## src/rtl/cv32e40x_pkg.sv

```systemverilog
// Core-wide types used by the RVFI tracker: the aligned OBI data request.
package cv32e40x_pkg;

  typedef struct packed {
    logic [31:0] addr;
    logic [5:0]  atop;
    logic [3:0]  be;
    logic [1:0]  memtype;
    logic [2:0]  prot;
    logic        dbg;
    logic [31:0] wdata;
    logic        we;
  } obi_data_req_t;

endpackage

```

## src/rtl/cv32e40x_rvfi_pkg.sv

```systemverilog
// RVFI memory record shared by the data OBI tracker and its record FIFO.
package cv32e40x_rvfi_pkg;

  localparam int unsigned MAX_TRANS = 2;

  typedef struct packed {
    logic [MAX_TRANS-1:0][31:0] addr;
    logic [MAX_TRANS-1:0][3:0]  be;
    logic [MAX_TRANS-1:0][31:0] wdata;
    logic                       we;
  } rvfi_mem_rec_t;

  // Byte mask of a record, only when its direction matches the requested one
  function automatic logic [7:0] rec_mask(input rvfi_mem_rec_t rec, input logic is_write);
    if (rec.we == is_write) begin
      return rec.be;
    end else begin
      return 8'h00;
    end
  endfunction

endpackage

```

## src/rtl/cv32e40x_rvfi_sync_fifo.sv

```systemverilog
// Generic synchronous FIFO with flush and occupancy; read data is the head, combinational.
module cv32e40x_rvfi_sync_fifo #(
  parameter int unsigned DEPTH = 2,
  parameter int unsigned WIDTH = 8,
  localparam int unsigned AW = $clog2(DEPTH)
) (
  input  logic             clk,
  input  logic             rst,
  input  logic             i_push,
  input  logic             i_pop,
  input  logic             i_flush,
  input  logic [WIDTH-1:0] i_wdata,
  output logic [WIDTH-1:0] o_rdata,
  output logic             o_full,
  output logic             o_empty,
  output logic [AW:0]      o_cnt
);

  logic [WIDTH-1:0] r_mem [DEPTH];
  logic [AW-1:0]    r_wptr;
  logic [AW-1:0]    r_rptr;
  logic [AW:0]      r_cnt;
  logic             w_wr;
  logic             w_rd;

  assign o_full  = (r_cnt == (AW+1)'(DEPTH));
  assign o_empty = (r_cnt == '0);
  assign o_cnt   = r_cnt;
  assign o_rdata = r_mem[r_rptr];

  // A write into a full FIFO is only legal when the head leaves in the same cycle
  assign w_wr = i_push && (!o_full || i_pop) && !i_flush;
  assign w_rd = i_pop && !o_empty && !i_flush;

  always_ff @(posedge clk) begin
    if (w_wr) begin
      r_mem[r_wptr] <= i_wdata;
    end
  end

  always_ff @(posedge clk) begin
    if (rst || i_flush) begin
      r_wptr <= '0;
      r_rptr <= '0;
      r_cnt  <= '0;
    end else begin
      if (w_wr) begin
        r_wptr <= r_wptr + AW'(1);
      end
      if (w_rd) begin
        r_rptr <= r_rptr + AW'(1);
      end
      case ({w_wr, w_rd})
        2'b10:   r_cnt <= r_cnt + (AW+1)'(1);
        2'b01:   r_cnt <= r_cnt - (AW+1)'(1);
        default: r_cnt <= r_cnt;
      endcase
    end
  end

endmodule

```

## src/rtl/cv32e40x_rvfi_data_obi_tracker.sv

```systemverilog
// Collects the aligned OBI data transactions of each LSU instruction and presents
// them as RVFI memory fields when that instruction retires in WB.
module cv32e40x_rvfi_data_obi_tracker
  import cv32e40x_pkg::*;
  import cv32e40x_rvfi_pkg::rvfi_mem_rec_t;
  import cv32e40x_rvfi_pkg::rec_mask;
#(
  parameter int unsigned DEPTH     = 2,
  parameter int unsigned MAX_TRANS = 2
) (
  input  logic          clk,
  input  logic          rst,
  input  obi_data_req_t lsu_data_trans_i,
  input  logic          lsu_data_trans_valid_i,
  input  logic          lsu_trans_last_i,
  input  logic          wb_lsu_retire_i,
  input  logic          flush_i,
  output logic [63:0]   rvfi_mem_addr_o,
  output logic [7:0]    rvfi_mem_rmask_o,
  output logic [7:0]    rvfi_mem_wmask_o,
  output logic [63:0]   rvfi_mem_wdata_o,
  output logic          rvfi_mem_valid_o,
  output logic          err_o
);

  logic [1:0]             r_cnt;
  rvfi_mem_rec_t          r_part;
  logic                   r_err;
  rvfi_mem_rec_t          w_rec_cur;
  rvfi_mem_rec_t          w_head;
  rvfi_mem_rec_t          w_out;
  logic                   w_slot_free, w_accept, w_drop, w_we_mis, w_complete;
  logic                   w_bypass, w_underflow, w_push, w_pop, w_overflow;
  logic                   w_full, w_empty;
  logic [$clog2(DEPTH):0] w_occ;
  logic                   w_unused;

  assign w_unused = ^{lsu_data_trans_i.atop, lsu_data_trans_i.memtype,
                      lsu_data_trans_i.prot, lsu_data_trans_i.dbg, w_occ, w_full};

  // Current partial record with this cycle's transaction written into slot r_cnt
  always_comb begin
    w_rec_cur = r_part;
    w_rec_cur.addr[r_cnt[0]]  = lsu_data_trans_i.addr;
    w_rec_cur.be[r_cnt[0]]    = lsu_data_trans_i.be;
    w_rec_cur.wdata[r_cnt[0]] = lsu_data_trans_i.wdata;
    if (r_cnt == 2'd0) begin
      w_rec_cur.we = lsu_data_trans_i.we;
    end else begin
      w_rec_cur.we = r_part.we;
    end
  end

  assign w_slot_free = (r_cnt < 2'(MAX_TRANS));
  assign w_accept    = lsu_data_trans_valid_i && w_slot_free;
  assign w_drop      = lsu_data_trans_valid_i && !w_slot_free;
  assign w_we_mis    = w_accept && (r_cnt == 2'd1) && (lsu_data_trans_i.we != r_part.we);
  assign w_complete  = w_accept && lsu_trans_last_i;
  // A completing record can retire directly when nothing older is waiting
  assign w_bypass    = wb_lsu_retire_i && w_empty && w_complete;
  assign w_underflow = wb_lsu_retire_i && w_empty && !w_complete;
  assign w_push      = w_complete && !w_bypass && !flush_i;
  assign w_pop       = wb_lsu_retire_i && !w_empty;
  assign w_overflow  = w_push && w_full && !w_pop;

  cv32e40x_rvfi_sync_fifo #(
    .DEPTH (DEPTH),
    .WIDTH ($bits(rvfi_mem_rec_t))
  ) u_fifo (
    .clk     (clk),
    .rst     (rst),
    .i_push  (w_push),
    .i_pop   (w_pop),
    .i_flush (flush_i),
    .i_wdata (w_rec_cur),
    .o_rdata (w_head),
    .o_full  (w_full),
    .o_empty (w_empty),
    .o_cnt   (w_occ)
  );

  always_ff @(posedge clk) begin
    if (rst) begin
      r_cnt  <= 2'd0;
      r_part <= '0;
    end else if (flush_i || w_complete) begin
      r_cnt  <= 2'd0;
      r_part <= '0;
    end else if (w_accept) begin
      r_cnt  <= r_cnt + 2'd1;
      r_part <= w_rec_cur;
    end else begin
      r_cnt  <= r_cnt;
      r_part <= r_part;
    end
  end

  always_ff @(posedge clk) begin
    if (rst) begin
      r_err <= 1'b0;
    end else if (w_drop || w_we_mis || w_underflow || w_overflow) begin
      r_err <= 1'b1;
    end else begin
      r_err <= r_err;
    end
  end

  always_comb begin
    w_out = '0;
    if (w_pop) begin
      w_out = w_head;
    end else if (w_bypass) begin
      w_out = w_rec_cur;
    end else begin
      w_out = '0;
    end
  end

  assign rvfi_mem_addr_o  = w_out.addr;
  assign rvfi_mem_rmask_o = rec_mask(w_out, 1'b0);
  assign rvfi_mem_wmask_o = rec_mask(w_out, 1'b1);
  assign rvfi_mem_wdata_o = w_out.we ? w_out.wdata : 64'h0;
  assign rvfi_mem_valid_o = wb_lsu_retire_i;
  assign err_o            = r_err;

endmodule
```

## config.mk

```make
export PLATFORM = sky130hd
export DESIGN_NAME = cv32e40x_rvfi_data_obi_tracker
export DESIGN_NICKNAME = d
export VERILOG_FILES = /design/src/rtl/cv32e40x_pkg.sv /design/src/rtl/cv32e40x_rvfi_pkg.sv /design/src/rtl/cv32e40x_rvfi_sync_fifo.sv /design/src/rtl/cv32e40x_rvfi_data_obi_tracker.sv
export SDC_FILE = /design/constraint.sdc
export NUM_CORES = 1
export LEC_CHECK = 0
export CAP_MARGIN = 5
export CORE_MARGIN = 2
export CORE_UTILIZATION = 56
export DETAILED_ROUTE_END_ITERATION = 8
export PLACE_DENSITY = 0.8
export RECOVER_POWER = 50
export SYNTH_ARGS = -nofsm -noshare
export SYNTH_HDL_FRONTEND = slang
export SYNTH_SLANG_ARGS = --single-unit
```

## constraint.sdc

```tcl
create_clock -name clk -period 9.76 [get_ports clk]
set_clock_uncertainty 0.05 [all_clocks]
set_input_delay 0.976 -clock clk [delete_from_list [all_inputs] [get_ports clk]]
set_output_delay 0.976 -clock clk [all_outputs]
set_load 0.01 [all_outputs]
```

=== Word level (Yosys, flattened, before mapping) ===
Memory sizes are Yosys's and may differ from the RTL's. A register that Yosys moved wholly into a read port is not among the register bits.
Index checks and enable logic that the tools add are counted.

* Reductions and logical operators: 35
* Multiply operators: 0
* Div/mod/pow operators: 0
* $add $sub $neg: 5
* Shift-type cells: 0
* Bitwise logic cells: 0
* Equality and inequality tests: 5
* Magnitude comparators: 3
* Mux-type cells: 18

{| class="wikitable"
|+ Operator list
! operator !! number
|-
| 137-bit two-way mux || 2
|-
| 64-bit bitwise mux || 2
|-
| 64-bit two-way mux || 1
|-
| 32-bit demux with 1-bit select || 1
|-
| 32-bit two-way mux || 1
|-
| 1-bit logical AND || 18
|-
| 8-bit two-way mux || 2
|-
| 8-bit bitwise mux || 1
|-
| 1-bit zero test || 7
|-
| 1-bit logical OR || 6
|-
| 1-bit two-way mux || 5
|-
| 2-bit by 1-bit adder with 2-bit output, second input constant || 2
|-
| 4-bit demux with 1-bit select || 1
|-
| 2-bit by 1-bit equality test with 1-bit output, second input constant || 2
|-
| 2-bit equality test, second input constant || 2
|-
| 2-bit zero test || 2
|-
| 4-bit two-way mux || 1
|-
| 2-bit case mux with 2 select lines || 1
|-
| 1-bit adder, second input constant || 2
|-
| 1-bit by 2-bit less-than comparator with 1-bit output, second input constant || 1
|-
| 2-bit less-than comparator, second input constant || 1
|-
| 2-bit nonzero test || 1
|-
| 2-bit OR reduction || 1
|-
| 2-bit by 1-bit subtractor with 2-bit output, second input constant || 1
|-
| other kinds (2) || 2
|}

* Output and inout bits: 146
* RAM bits: 274
* ROM bits: 0
* Latch bits: 0
* Memories kept: 1
* Flip-flop bits (word level): 144

{| class="wikitable"
|+ Memories
! name !! words !! bits a word !! read ports !! clocked after memory_dff !! wr ports !! line !! text
|-
| u_fifo.r_mem || 2 || 137 || 1 || 1 || 1 || cv32e40x_rvfi_sync_fifo.sv:19 || <nowiki>logic [WIDTH-1:0] r_mem [DEPTH];</nowiki>
|}

=== Longest topological paths before layout ===
* Depth after elaboration: 11
* Depth in mapped cells: 10
* Depth with buffers taken out: 8

=== Cells and area by module ===
From an unflattened synthesis, not the netlist that was laid out.

* Cell total of the unflattened synthesis: 1493
* Area, all modules: 18669.2 um^2

{| class="wikitable"
|+ By module, submodules not included
! module !! sequential area each (um^2) !! area each (um^2) !! cells an instance !! times used
|-
| cv32e40x_rvfi_sync_fifo || 8328.0 || 10100.9 || 456 || 1
|-
| cv32e40x_rvfi_data_obi_tracker || 2802.7 || 8568.2 || 1037 || 1
|}

=== Worst setup path before layout ===
Ideal clock, no wire load.

* Kind: input to register
* Start: input port lsu_data_trans_valid_i
* End: memory u_fifo.r_mem[0][0] (netlist bit), enable pin
* Path slack: 1.660 ns
* Buffers on the path: 0
* Arrival: 7.415 ns
* Stages: 4
* Required time: 9.075 ns
* Path through: nand3b_1 -> o21bai_1 -> or2_2 -> nor2_1

* Longest elaborated chain between the ends: 10

{| class="wikitable"
|+ RTL lines
! element !! line !! text
|-
| start, declared || cv32e40x_rvfi_data_obi_tracker.sv:14 || <nowiki>input logic lsu_data_trans_valid_i,</nowiki>
|-
| 1-bit logical AND (*) || cv32e40x_rvfi_data_obi_tracker.sv:55 || <nowiki>assign w_accept = lsu_data_trans_valid_i && w_slot_free;</nowiki>
|-
| 1-bit logical AND (*) || cv32e40x_rvfi_data_obi_tracker.sv:58 || <nowiki>assign w_complete = w_accept && lsu_trans_last_i;</nowiki>
|-
| 1-bit logical AND || cv32e40x_rvfi_data_obi_tracker.sv:60 || <nowiki>assign w_bypass = wb_lsu_retire_i && w_empty && w_complete;</nowiki>
|-
| 1-bit zero test || cv32e40x_rvfi_data_obi_tracker.sv:62 || <nowiki>assign w_push = w_complete && !w_bypass && !flush_i;</nowiki>
|-
| 1-bit logical AND (*) (2 in series) || cv32e40x_rvfi_data_obi_tracker.sv:62 ||
|-
| 1-bit logical AND (*) (2 in series) || cv32e40x_rvfi_sync_fifo.sv:32 || <nowiki>assign w_wr = i_push && (!o_full || i_pop) && !i_flush;</nowiki>
|-
| 1-bit two-way mux (*) || cv32e40x_rvfi_sync_fifo.sv:36 || <nowiki>if (w_wr) begin</nowiki>
|-
| 1-bit two-way mux (not written as such) (*) || cv32e40x_rvfi_sync_fifo.sv:37 || <nowiki>r_mem[r_wptr] <= i_wdata;</nowiki>
|-
| end, declared || cv32e40x_rvfi_sync_fifo.sv:19 ||
|}

Every way passes the cells marked *; elsewhere a longest branch is shown, timed or not.

=== Final worst setup path ===
* Start: register r_cnt[0]
* End: output port rvfi_mem_wdata_o[49]

* Longest elaborated chain between the ends: 8
* Elaborated cells between the ends (all ways): 15

{| class="wikitable"
|+ RTL lines
! element !! line !! text
|-
| start, declared || cv32e40x_rvfi_data_obi_tracker.sv:26 || <nowiki>logic [1:0] r_cnt;</nowiki>
|-
| start signal, assigned || cv32e40x_rvfi_data_obi_tracker.sv:90 || <nowiki>r_cnt <= r_cnt + 2'd1;</nowiki>
|-
| start signal, assigned || cv32e40x_rvfi_data_obi_tracker.sv:93 || <nowiki>r_cnt <= r_cnt;</nowiki>
|-
| 1-bit by 2-bit less-than comparator with 1-bit output (not written as such) / 1-bit greater-or-equal comparator (equally long branches) || cv32e40x_rvfi_data_obi_tracker.sv:46 || <nowiki>w_rec_cur.wdata[r_cnt[0]] = lsu_data_trans_i.wdata;</nowiki>
|-
| 1-bit logical AND (not written as such) || cv32e40x_rvfi_data_obi_tracker.sv:46 ||
|-
| 32-bit two-way mux (not written as such) || cv32e40x_rvfi_data_obi_tracker.sv:46 ||
|-
| 32-bit demux with 1-bit select || cv32e40x_rvfi_data_obi_tracker.sv:46 ||
|-
| 64-bit bitwise mux || cv32e40x_rvfi_data_obi_tracker.sv:46 ||
|-
| 137-bit two-way mux (*) || cv32e40x_rvfi_data_obi_tracker.sv:112 || <nowiki>end else if (w_bypass) begin</nowiki>
|-
| 137-bit two-way mux (*) || cv32e40x_rvfi_data_obi_tracker.sv:110 || <nowiki>if (w_pop) begin</nowiki>
|-
| 64-bit two-way mux (*) || cv32e40x_rvfi_data_obi_tracker.sv:122 || <nowiki>assign rvfi_mem_wdata_o = w_out.we ? w_out.wdata : 64'h0;</nowiki>
|-
| end, declared || cv32e40x_rvfi_data_obi_tracker.sv:21 || <nowiki>output logic [63:0] rvfi_mem_wdata_o,</nowiki>
|}

Marks and branches as above.

==> run metrics <==
endpoint type of the worst setup path output pin; Worst Path Buf+Inv 2; TritonCTS clock tree yes; Mapped Cells 1466; final critical-path share of the clock period a little over 70%; maxcap violations 7; global-route wire length before repair between 60 and 70 mm; Bufs on Longest Clock Path 3; vias in the first global route 12.6k; RSZ-0062 raised after global routing false; Max Fclk 141 MHz; FF+latch area 11100 um^2; clk sink count 419; fin crit period 7.08 ns; syn_area_per_cell between 10 and 15 um^2; root buf cell clkbuf_16; hold_buf cts 0; Synth Cell Area around 18000 um^2; Clk pin slew, worst setup/hold paths 0.06 ns; status complete, but fails checks; highest-delay cell along the critical path clkbuf_1; headroom to the max-slew limit -174%; fraction of final layout cells sized beyond drive strength 1 9.11%; GPL Wtd Cong 0.778; Max Slew Vio Count 402; DIE AREA about 34000 um^2; Die W 184 um; critical path peak fanout 56; pwr/cell area 173 nW/um^2; routed via count approximately 12k; Setup TNS Final 0 ns; HP Class flop to flop; post-CTS resize count 0; overall power 3.77 mW; Final #Nets approximately 1.7k; Crit path largest cell delay 2.84 ns; reg2reg start r_cnt[1]; Global Route Usage Sum about a quarter; number of fill cells in the layout roughly 2.3k; Num CTS Buffers between 40 and 50; worst skew pair latency 0.53 ns; area of the multi-input gates 6180 um^2; First-pass DRT Iterations 5; top cells by area, synth edfxtp_1 45%, dfxtp_1 16%, mux2i_1 9.2%; #FFs+latches synth 419; top-area cell type share of the netlist area 45.4%; routed wire length 43.5 mm; startpoint type of the worst setup path flop; area delta synth->final 20.2%; sequential fraction of the synthesis area 61.4%; Synthesized Nets between 1.5k and 2k; CP Launch Point r_cnt[0]; Initial Util 57.1%; Distinct cells, synth 37; WL/cell 21.0 um; critical path class flop to output pin; top_reg_cell synth edfxtp_1; initial antenna violation count 4; worst hold start r_part[29]; endpoints failing setup 0; Die H 184 um; hold slack final approximately 0.40 ns; total gr overflow 0; largest net degree at the start of global routing 80; row count 65; core area 31700 um^2; Detail Route Antenna Nets 0; most common cell in the netlist edfxtp_1; cell family with most CP delay buffers and inverters; I/O pin count 233; number of synthesized flops with an enable pin 274; biggest area consumer among synthesized cells edfxtp_1; post-CTS setup repair buffer count 0; Remaining DRCs 0; starting DRC count in detailed routing 970; maximum VDD drop 0.000141 V; vias per cell around 6; crit-path cells clkbuf_1 > mux2i_1 > o22ai_2 > clkdlybuf4s50_1; Worst-Margin Slew around 4.1 ns; HPWL Detailed roughly 25 mm; Req. time, crit path 8.73 ns; Final Hold Fails 0; Synth async-reset ratio 0%; leakage power roughly 7.4 nW; data arrival time of the critical path slightly above 6 ns; input/output buffers 220; most frequent cells after synthesis 274 x edfxtp_1, 185 x nand2_1, 167 x mux2i_1; yosys warns 0; failing checks max-capacitance violations, max-slew violations; htree depth 2
-- worst register-to-register path: stages, from the launching register on --
cell,delay (ns)
dfxtp_1,0.37
nand3b_1,0.38
nand2_1,1.91
clkbuf_1,2.84
a211oi_1,0.26
-- logic make-up after synthesis --
group | Yosys count | share of synthesized area (%)
muxes | 275 | 16.0
xor gates and xnor gates | 7 | 0.338
adders and majority gates | 3 | 0.207
buffers and inverters | 190 | 4.72
and+or+nand+nor | 283 | 6.10
DFF | 419 | 61.4
AOI/OAI and AO/OA | 289 | 11.2
-- state kept, by name, indices dropped and copies added (netlist names), named ones only --
signal and count:
u_fifo.r_mem 274, r_part 137, r_cnt 2, u_fifo.o_cnt 2
err_o 1, u_fifo.r_rptr 1, u_fifo.r_wptr 1
-- metal layers --
metal / share of wire, % / GRT usage (%) / wire (um)
met1: 42 / 33.3 / 18500
met2: 49 / 43.2 / 21300
met3: 6.2 / 4.44 / 2690
met4: 2.5 / 9.02 / 1080
met5: 0 / 0 / 0
-- per-stage QoR --
| step | worst slack (ns) | area (um^2) | utilization [%] | instances |
|---|---|---|---|---|
| 2_1_floorplan | 1.66 | 18100 | - | 1466 |
| 3_3_place_gp | 4.74 | 20500 | 64.5 | 1991 |
| 3_5_place_dp | 4.68 | 20500 | 64.5 | 1991 |
| 4_1_cts | 4.68 | 21800 | 68.8 | 2070 |
| 5_1_grt | 2.41 | 21800 | 68.7 | 2074 |
| 6_report | 2.68 | 21800 | 68.7 | 2074 |
-- power by group --
| part | internal (mW) | switching [mW] | leakage (nW) |
|---|---|---|---|
| logic | 0.106 | 0.162 | 3.09 |
| registers | 1.92 | 0.0138 | 3.69 |
| clock network | 0.920 | 0.646 | 0.667 |
| total | 2.95 | 0.822 | 7.45 |
-- layout by cell type, fill, tap and decap left out, types with 13 or more instances in the layout --
master,instances
nand2_1,183
edfxtp_1,274
mux2_1,65
o22ai_2,22
o21ai_0,35
clkbuf_1,20
clkbuf_16,45
inv_1,76
a32o_1,32
mux2_2,42
dfxtp_1,144
a21oi_1,76
o22ai_1,48
clkdlybuf4s50_1,207
mux2i_1,167
nor2_1,78
a211oi_1,69
dlygate4sd3_1,13
-- path summary, 6_finish.rpt --
path	to	slack [ns]	cells past startpoint
worst min-delay path	r_part[29]	0.40	2
worst min register to register	r_part[29]	0.40	2
worst max register to register	r_part[44]	3.65	4
worst max-delay path	rvfi_mem_wdata_o[49]	2.68	4
-- cell type report --
cell class	instances	area share [%]
antenna	4	0.0460
clock buffer	66	5.81
clock inverter	13	0.431
inverter	76	1.31
multi-input combinational	857	28.4
sequential	419	51.1
tap	402	2.31
timing repair buffer	237	10.6
No activity file was read; power rests on OpenSTA's default activity.
